## config.mk

```make
export PLATFORM = sky130hd
export DESIGN_NAME = keypad_entry
export DESIGN_NICKNAME = d
export VERILOG_FILES = /design/src/rtl/keypad_entry.sv
export SDC_FILE = /design/constraint.sdc
export NUM_CORES = 1
export LEC_CHECK = 0
export BUFFER_PORTS_ARGS = -buffer_cell sky130_fd_sc_hd__buf_2
export CAP_MARGIN = 25
export CORE_UTILIZATION = 40
export CTS_BUF_LIST = sky130_fd_sc_hd__clkbuf_2
export CTS_CLUSTER_DIAMETER = 120
export DETAILED_ROUTE_END_ITERATION = 8
export PLACE_DENSITY = 0.73
export SLEW_MARGIN = 20
export SYNTH_ARGS = -nofsm -noshare
export SYNTH_HDL_FRONTEND = slang
export SYNTH_SLANG_ARGS = --single-unit
```

## constraint.sdc

```tcl
create_clock -name clock -period 2.4 [get_ports clock]
set_input_delay 0.6 -clock clock [delete_from_list [all_inputs] [get_ports clock]]
set_output_delay 0.6 -clock clock [all_outputs]
set_load 0.02 [all_outputs]
```

## src/rtl/keypad_entry.sv

```systemverilog
`default_nettype none
// ============================================================================
// Module   : keypad_entry
// Purpose  : Debounces and qualifies the raw 10-line keypad. A press is
//            accepted only when exactly one key is seen for STABLE_CYCLES
//            consecutive edges. A press involving two or more keys is
//            rejected. An accepted key becomes a BCD digit and is shifted
//            into a 3-digit cooking-time entry register.
// Ports    : clock       - system clock, rising edge
//            reset       - synchronous active-high reset
//            keypad      - raw key lines, bit i = key "i"
//            clearn      - active-low synchronous clear of the entry register
//            enable      - high: accepted digits shift into the entry register
//            digit       - BCD value of the last accepted key
//            digit_valid - one-cycle pulse per accepted key
//            key_error   - one-cycle pulse per rejected multi-key press
//            mins        - entry digit 2
//            sec_tens    - entry digit 1
//            sec_ones    - entry digit 0
// Revision : 1.0 - initial release
// ============================================================================
module keypad_entry #(
  parameter int STABLE_CYCLES = 4
) (
  input  logic       clock,
  input  logic       reset,
  input  logic [9:0] keypad,
  input  logic       clearn,
  input  logic       enable,
  output logic [3:0] digit,
  output logic       digit_valid,
  output logic       key_error,
  output logic [3:0] mins,
  output logic [3:0] sec_tens,
  output logic [3:0] sec_ones
);

  localparam logic [3:0] C_CNT_LAST = 4'(STABLE_CYCLES - 1);

  typedef enum logic [1:0] {
    IDLE    = 2'd0,
    QUALIFY = 2'd1,
    HELD    = 2'd2,
    REJECT  = 2'd3
  } state_t;

  state_t     r_state;
  state_t     w_state_next;
  logic [9:0] r_s;
  logic [9:0] r_cand;
  logic [9:0] w_cand_next;
  logic [3:0] r_cnt;
  logic [3:0] w_cnt_next;
  logic       w_accept;
  logic       w_reject;
  logic       w_zero;
  logic       w_onehot;
  logic [3:0] w_index;

  // A value with exactly one bit set clears to zero when ANDed with itself-1.
  assign w_zero   = (r_s == 10'd0);
  assign w_onehot = !w_zero && ((r_s & (r_s - 10'd1)) == 10'd0);

  // Binary index of the one-hot candidate.
  always_comb begin
    w_index = 4'd0;
    for (int i = 0; i < 10; i++) begin
      if (r_cand[i]) w_index = 4'(i);
    end
  end

  always_comb begin
    w_state_next = r_state;
    w_cand_next  = r_cand;
    w_cnt_next   = r_cnt;
    w_accept     = 1'b0;
    w_reject     = 1'b0;
    case (r_state)
      IDLE: begin
        if (w_onehot) begin
          w_state_next = QUALIFY;
          w_cand_next  = r_s;
          w_cnt_next   = 4'd1;
        end else if (!w_zero) begin
          w_state_next = REJECT;
          w_reject     = 1'b1;
        end
      end
      QUALIFY: begin
        if (r_s == r_cand) begin
          if (r_cnt == C_CNT_LAST) begin
            w_state_next = HELD;
            w_accept     = 1'b1;
          end else begin
            w_cnt_next = r_cnt + 4'd1;
          end
        end else if (w_zero) begin
          // Released before qualification: treated as a glitch.
          w_state_next = IDLE;
        end else begin
          w_state_next = REJECT;
          w_reject     = 1'b1;
        end
      end
      // Extra keys while held or rejected are ignored until full release.
      HELD, REJECT: begin
        if (w_zero) w_state_next = IDLE;
      end
      default: w_state_next = IDLE;
    endcase
  end

  always_ff @(posedge clock) begin
    if (reset) begin
      r_state     <= IDLE;
      r_s         <= 10'd0;
      r_cand      <= 10'd0;
      r_cnt       <= 4'd0;
      digit       <= 4'd0;
      digit_valid <= 1'b0;
      key_error   <= 1'b0;
    end else begin
      r_state     <= w_state_next;
      r_s         <= keypad;
      r_cand      <= w_cand_next;
      r_cnt       <= w_cnt_next;
      digit_valid <= w_accept;
      key_error   <= w_reject;
      if (w_accept) digit <= w_index;
    end
  end

  // Entry register: clear wins over a simultaneous shift.
  always_ff @(posedge clock) begin
    if (reset || !clearn) begin
      mins     <= 4'd0;
      sec_tens <= 4'd0;
      sec_ones <= 4'd0;
    end else if (w_accept && enable) begin
      mins     <= sec_tens;
      sec_tens <= sec_ones;
      sec_ones <= w_index;
    end
  end

endmodule
`default_nettype wire

```

==> summary.txt <==
Cells and area
  • Area grow syn2layout: 22.5%
  • Area of the multi-input gates: around 960 um2
  • FF/Latch Area: 882 um2
  • Layout Cell Area excl Fill: ~0.0023 mm2
  • Layout cell share with drive strength beyond 1: a little over a quarter
  • Filler Cell Count: approximately 410
  • Nets: 257
  • Count of inserted antenna diode cells: 0

Placement
  • Placed standard-cell area: 0.00219 mm2
  • Placed wire-length estimate: approximately 2700 um
  • Routability congestion estimate from global placement: 0.817
  • Total of buffers placed on input and output ports: 31
  • Post-place setup slack: -13.5 ps

Synth
  • Count of flip-flops with a built-in enable after synthesis: 0
  • Async set or reset register ratio after synthesis: 0%
  • Synth unique cells: 41
  • Number of synthesis warnings: 0
  • Share of the synthesized area in the top cell type: 47.1%
  • Number of nets produced by synthesis: 207
  • Number of instances in the synthesized netlist: 192
  • Area contributors post-synth: sky130_fd_sc_hd__dfxtp_1 (47%), sky130_fd_sc_hd__mux2i_1 (14%), sky130_fd_sc_hd__nor2_1 (6.4%)
  • Post-Syn Area per Cell: 9.75 um2
  • Leading register cell type out of synthesis: sky130_fd_sc_hd__dfxtp_1
  • Register bit total from synthesis: 44
  • Sequential element share of the synthesized area: 47.1%
  • Total standard cell area after synthesis: 0.00187 mm2
  • Cell taking the most area after synthesis: sky130_fd_sc_hd__dfxtp_1

Critical path
  • Maximum fanout along the worst path: 4
  • Flop2flop setup slack: around 25 ps
  • Capture instance of the worst register-to-register path: r_cnt[1]
  • Type of the worst setup path: reg2reg
  • Type of element capturing the critical path: register
  • Startpoint of the lowest-slack register-to-register path: r_s[0]
  • Data arrival time of the worst path: approximately 2700 ps
  • Worst endpoint required time: between 2000 and 3000 ps
  • Path depth of the worst reg2reg path: 7
  • Kind of launch point of the worst setup path: register

Floorplanning
  • Overall die width: 70.4 um
  • Starting utilization of the core area: 42.4%
  • Number of placement rows: 24
  • Die outline area: ~0.005 mm2
  • Ports placed on the boundary: 32
  • Chip Height: roughly 70 um
  • Core box area: 0.00441 mm2

Timing
  • Highest achievable clock rate: 421 MHz
  • RSZ-0062 raised after global routing: true
  • Final setup fails: 0
  • Final Skew: 9.63 ps
  • Final hold violations: 0
  • Setup TNS: 0 ps
  • Worst hold margin: 392 ps
  • Period utilisation layout: 99.0%
  • Slew at the pin closest to its max-slew limit: 442 ps
  • Normalized max-slew margin: between 70% and 80%
  • Worst Slack Setup Final: approximately 25 ps
  • Fin crit period: around 2400 ps
  • Pins Over Slew Limit: 0

Routing
  • DRC errors left: 0
  • Total via count after detailed routing: 1514
  • Wire length reported by the detailed router: 3580 um
  • First-pass iteration count of the detailed router: 4
  • Per-cell via count in the routed design: between 5 and 6
  • Wire length per cell: roughly 12 um
  • Antenna Violating Nets Remaining: 0
  • Iteration-0 DRC Markers: 70

GRT
  • Via count of the first global-routing pass: 1367
  • Initial antenna violation count: 0
  • Aggregate global routing overflow: 0
  • All-layer global routing usage: 14.9%
  • Global-route wire length before repair: 5840 um
  • Largest net degree at the start of global routing: 21

Power
  • Sequential cell fraction of total power: 56.1%
  • Part of the power in combinational logic: 13.1%
  • Cell-internal power: 1.02 mW
  • Net Sw Frac: 25.6%
  • Clock power frac: between 30% and 40%
  • Leakage component of the power: 1.05 nW
  • Peak ir drop on the vdd network: 0.573 mV
  • Final total power: between 1 and 1.5 mW
  • Power density relative to cell area: between 600 and 700 mW/mm2
  • Switching power summed over all nets: roughly 350 uW

Clock tree
  • Number of CTS-inserted buffers: 5
  • Number of sinks on the clock net: 44
  • Master cell of the clock root buffer: sky130_fd_sc_hd__clkbuf_2
  • Clock insertion delay at the later pin of the skew report: 400 ps
  • Post-CTS clock slew at the launch and capture registers of the worst setup and hold paths: 220 ps
  • Maximum number of buffers from clock root to sink: 2
  • H-tree level count: 2
  • CTS tree: done

Worst hold path
  • Hold Path Sink: r_s[9]
  • Min-delay src: keypad[9]
  • Hold Crit Depth: 2
  • Path type of the worst min-delay path: in2reg

Run
  • Max-cap check violation count: 0

Outcome
  • Result of the run: finished clean
-- state kept, by name (all words and copies together), names as in the netlist --
signal	flops
r_cand	10
r_s	10
digit	4
mins	4
r_cnt	4
sec_ones	4
sec_tens	4
r_state	2
digit_valid	1
key_error	1
-- cell usage after synthesis (all sizes together) (2+ instances only) --
cell type	n
nand4	3
nand3	7
a31oi	2
or2	2
dfxtp	44
buf	3
xor2	2
nand3b	3
or3	3
or4	2
a21oi	6
mux2i	27
nor3	3
clkbuf	3
nand2	4
nor2	32
xnor2	8
o21ai	2
inv	3
nor2b	12
nor4	2
a211oi	2
a2111oi	3
o21bai	2
-- area by class of cell --
class / count / area share [%]
Tap cell: 52 / 2.84
Clock buffer: 5 / 1.09
Timing Repair Buffer: 50 / 13.3
Clock inverter: 3 / 2.02
Sequential cell: 44 / 38.5
Multi-Input combinational cell: 138 / 41.8
Inverter: 3 / 0.491
-- worst max-delay path, stage by stage (launching register included) --
cell and delay [ps]:
sky130_fd_sc_hd__dfxtp_2 370, sky130_fd_sc_hd__or4_4 550, sky130_fd_sc_hd__o31a_1 260, sky130_fd_sc_hd__or3_4 390
sky130_fd_sc_hd__a211oi_4 300, sky130_fd_sc_hd__buf_4 160, sky130_fd_sc_hd__a21o_1 130, sky130_fd_sc_hd__mux2i_1 180
-- logic make-up after synthesis --
| kind of cell | Yosys count | synth area share [%] |
|---|---|---|
| fa+ha+maj | 2 | 1.20 |
| flops | 44 | 47.1 |
| simple gates | 76 | 21.0 |
| compound gates | 23 | 8.89 |
| xor+xnor | 10 | 4.68 |
| mux | 27 | 14.4 |
| buf+inv | 10 | 2.74 |
-- power by group through the flow --
| stage | Combinational (mW) | Clock [mW] | Sequential, mW |
|---|---|---|---|
| final | 0.181 | 0.424 | 0.773 |
| after global routing | 0.197 | 0.471 | 0.777 |
| after CTS | 0.171 | 0.443 | 0.773 |
| after detailed placement | 0.168 | 0 | 0.787 |
| after global placement | 0.166 | 0 | 0.786 |
| after floorplan | 0.107 | 0 | 0.789 |
-- routing by layer --
metal  GRT usage, %  vias up  routed length [um]
met5              0        -                   0
met4           5.78        0                  55
met3           4.18        7                 162
met2           24.9       36                1710
met1           17.9      695                1660
li1               -      776                   -
-- worst max path at each step --
stage | slack (ps) | endpoint | depth (start not counted) | startpoint
6_report | 30 | r_cnt[1] | 7 | r_s[0]
5_1_grt | -90 | r_cnt[1] | 7 | r_s[0]
4_1_cts | 30 | r_cand[6] | 7 | r_s[0]
3_5_place_dp | -10 | r_cand[4] | 7 | r_s[0]
3_3_place_gp | 50 | r_cand[4] | 7 | r_s[0]
2_1_floorplan | 80 | r_cand[0] | 7 | r_s[0]
-- placed cells by master, fill, tap and decap left out, types with 3 or more instances in the layout --
| cell | instances |
|---|---|
| sky130_fd_sc_hd__clkbuf_2 | 5 |
| sky130_fd_sc_hd__mux2i_1 | 27 |
| sky130_fd_sc_hd__nand3b_1 | 3 |
| sky130_fd_sc_hd__buf_4 | 17 |
| sky130_fd_sc_hd__nor2_1 | 32 |
| sky130_fd_sc_hd__nand3_1 | 7 |
| sky130_fd_sc_hd__nor2b_1 | 12 |
| sky130_fd_sc_hd__dfxtp_1 | 43 |
| sky130_fd_sc_hd__buf_2 | 31 |
| sky130_fd_sc_hd__nand4_1 | 3 |
| sky130_fd_sc_hd__xnor2_1 | 8 |
| sky130_fd_sc_hd__a21oi_1 | 6 |
| sky130_fd_sc_hd__inv_1 | 3 |
| sky130_fd_sc_hd__nand2_1 | 4 |
| sky130_fd_sc_hd__nor3_1 | 3 |
-- per-stage QoR --
stage	cells	utilization, %
after floorplan	192	-
after global placement	286	49.5
after detailed placement	286	49.5
after CTS	295	51.3
after global routing	295	52.0
final	295	52.0
-- timing repair --
action | 4_1_cts | 5_1_grt
pin swaps | 1 | 3
endpoints found under the setup margin | 9 | 11
setup buffers | 1 | 0
endpoints found under the hold margin | 0 | 0
hold buffers | 0 | 0
gates resized for setup | 0 | 7
No activity file was read; power rests on OpenSTA's default activity.
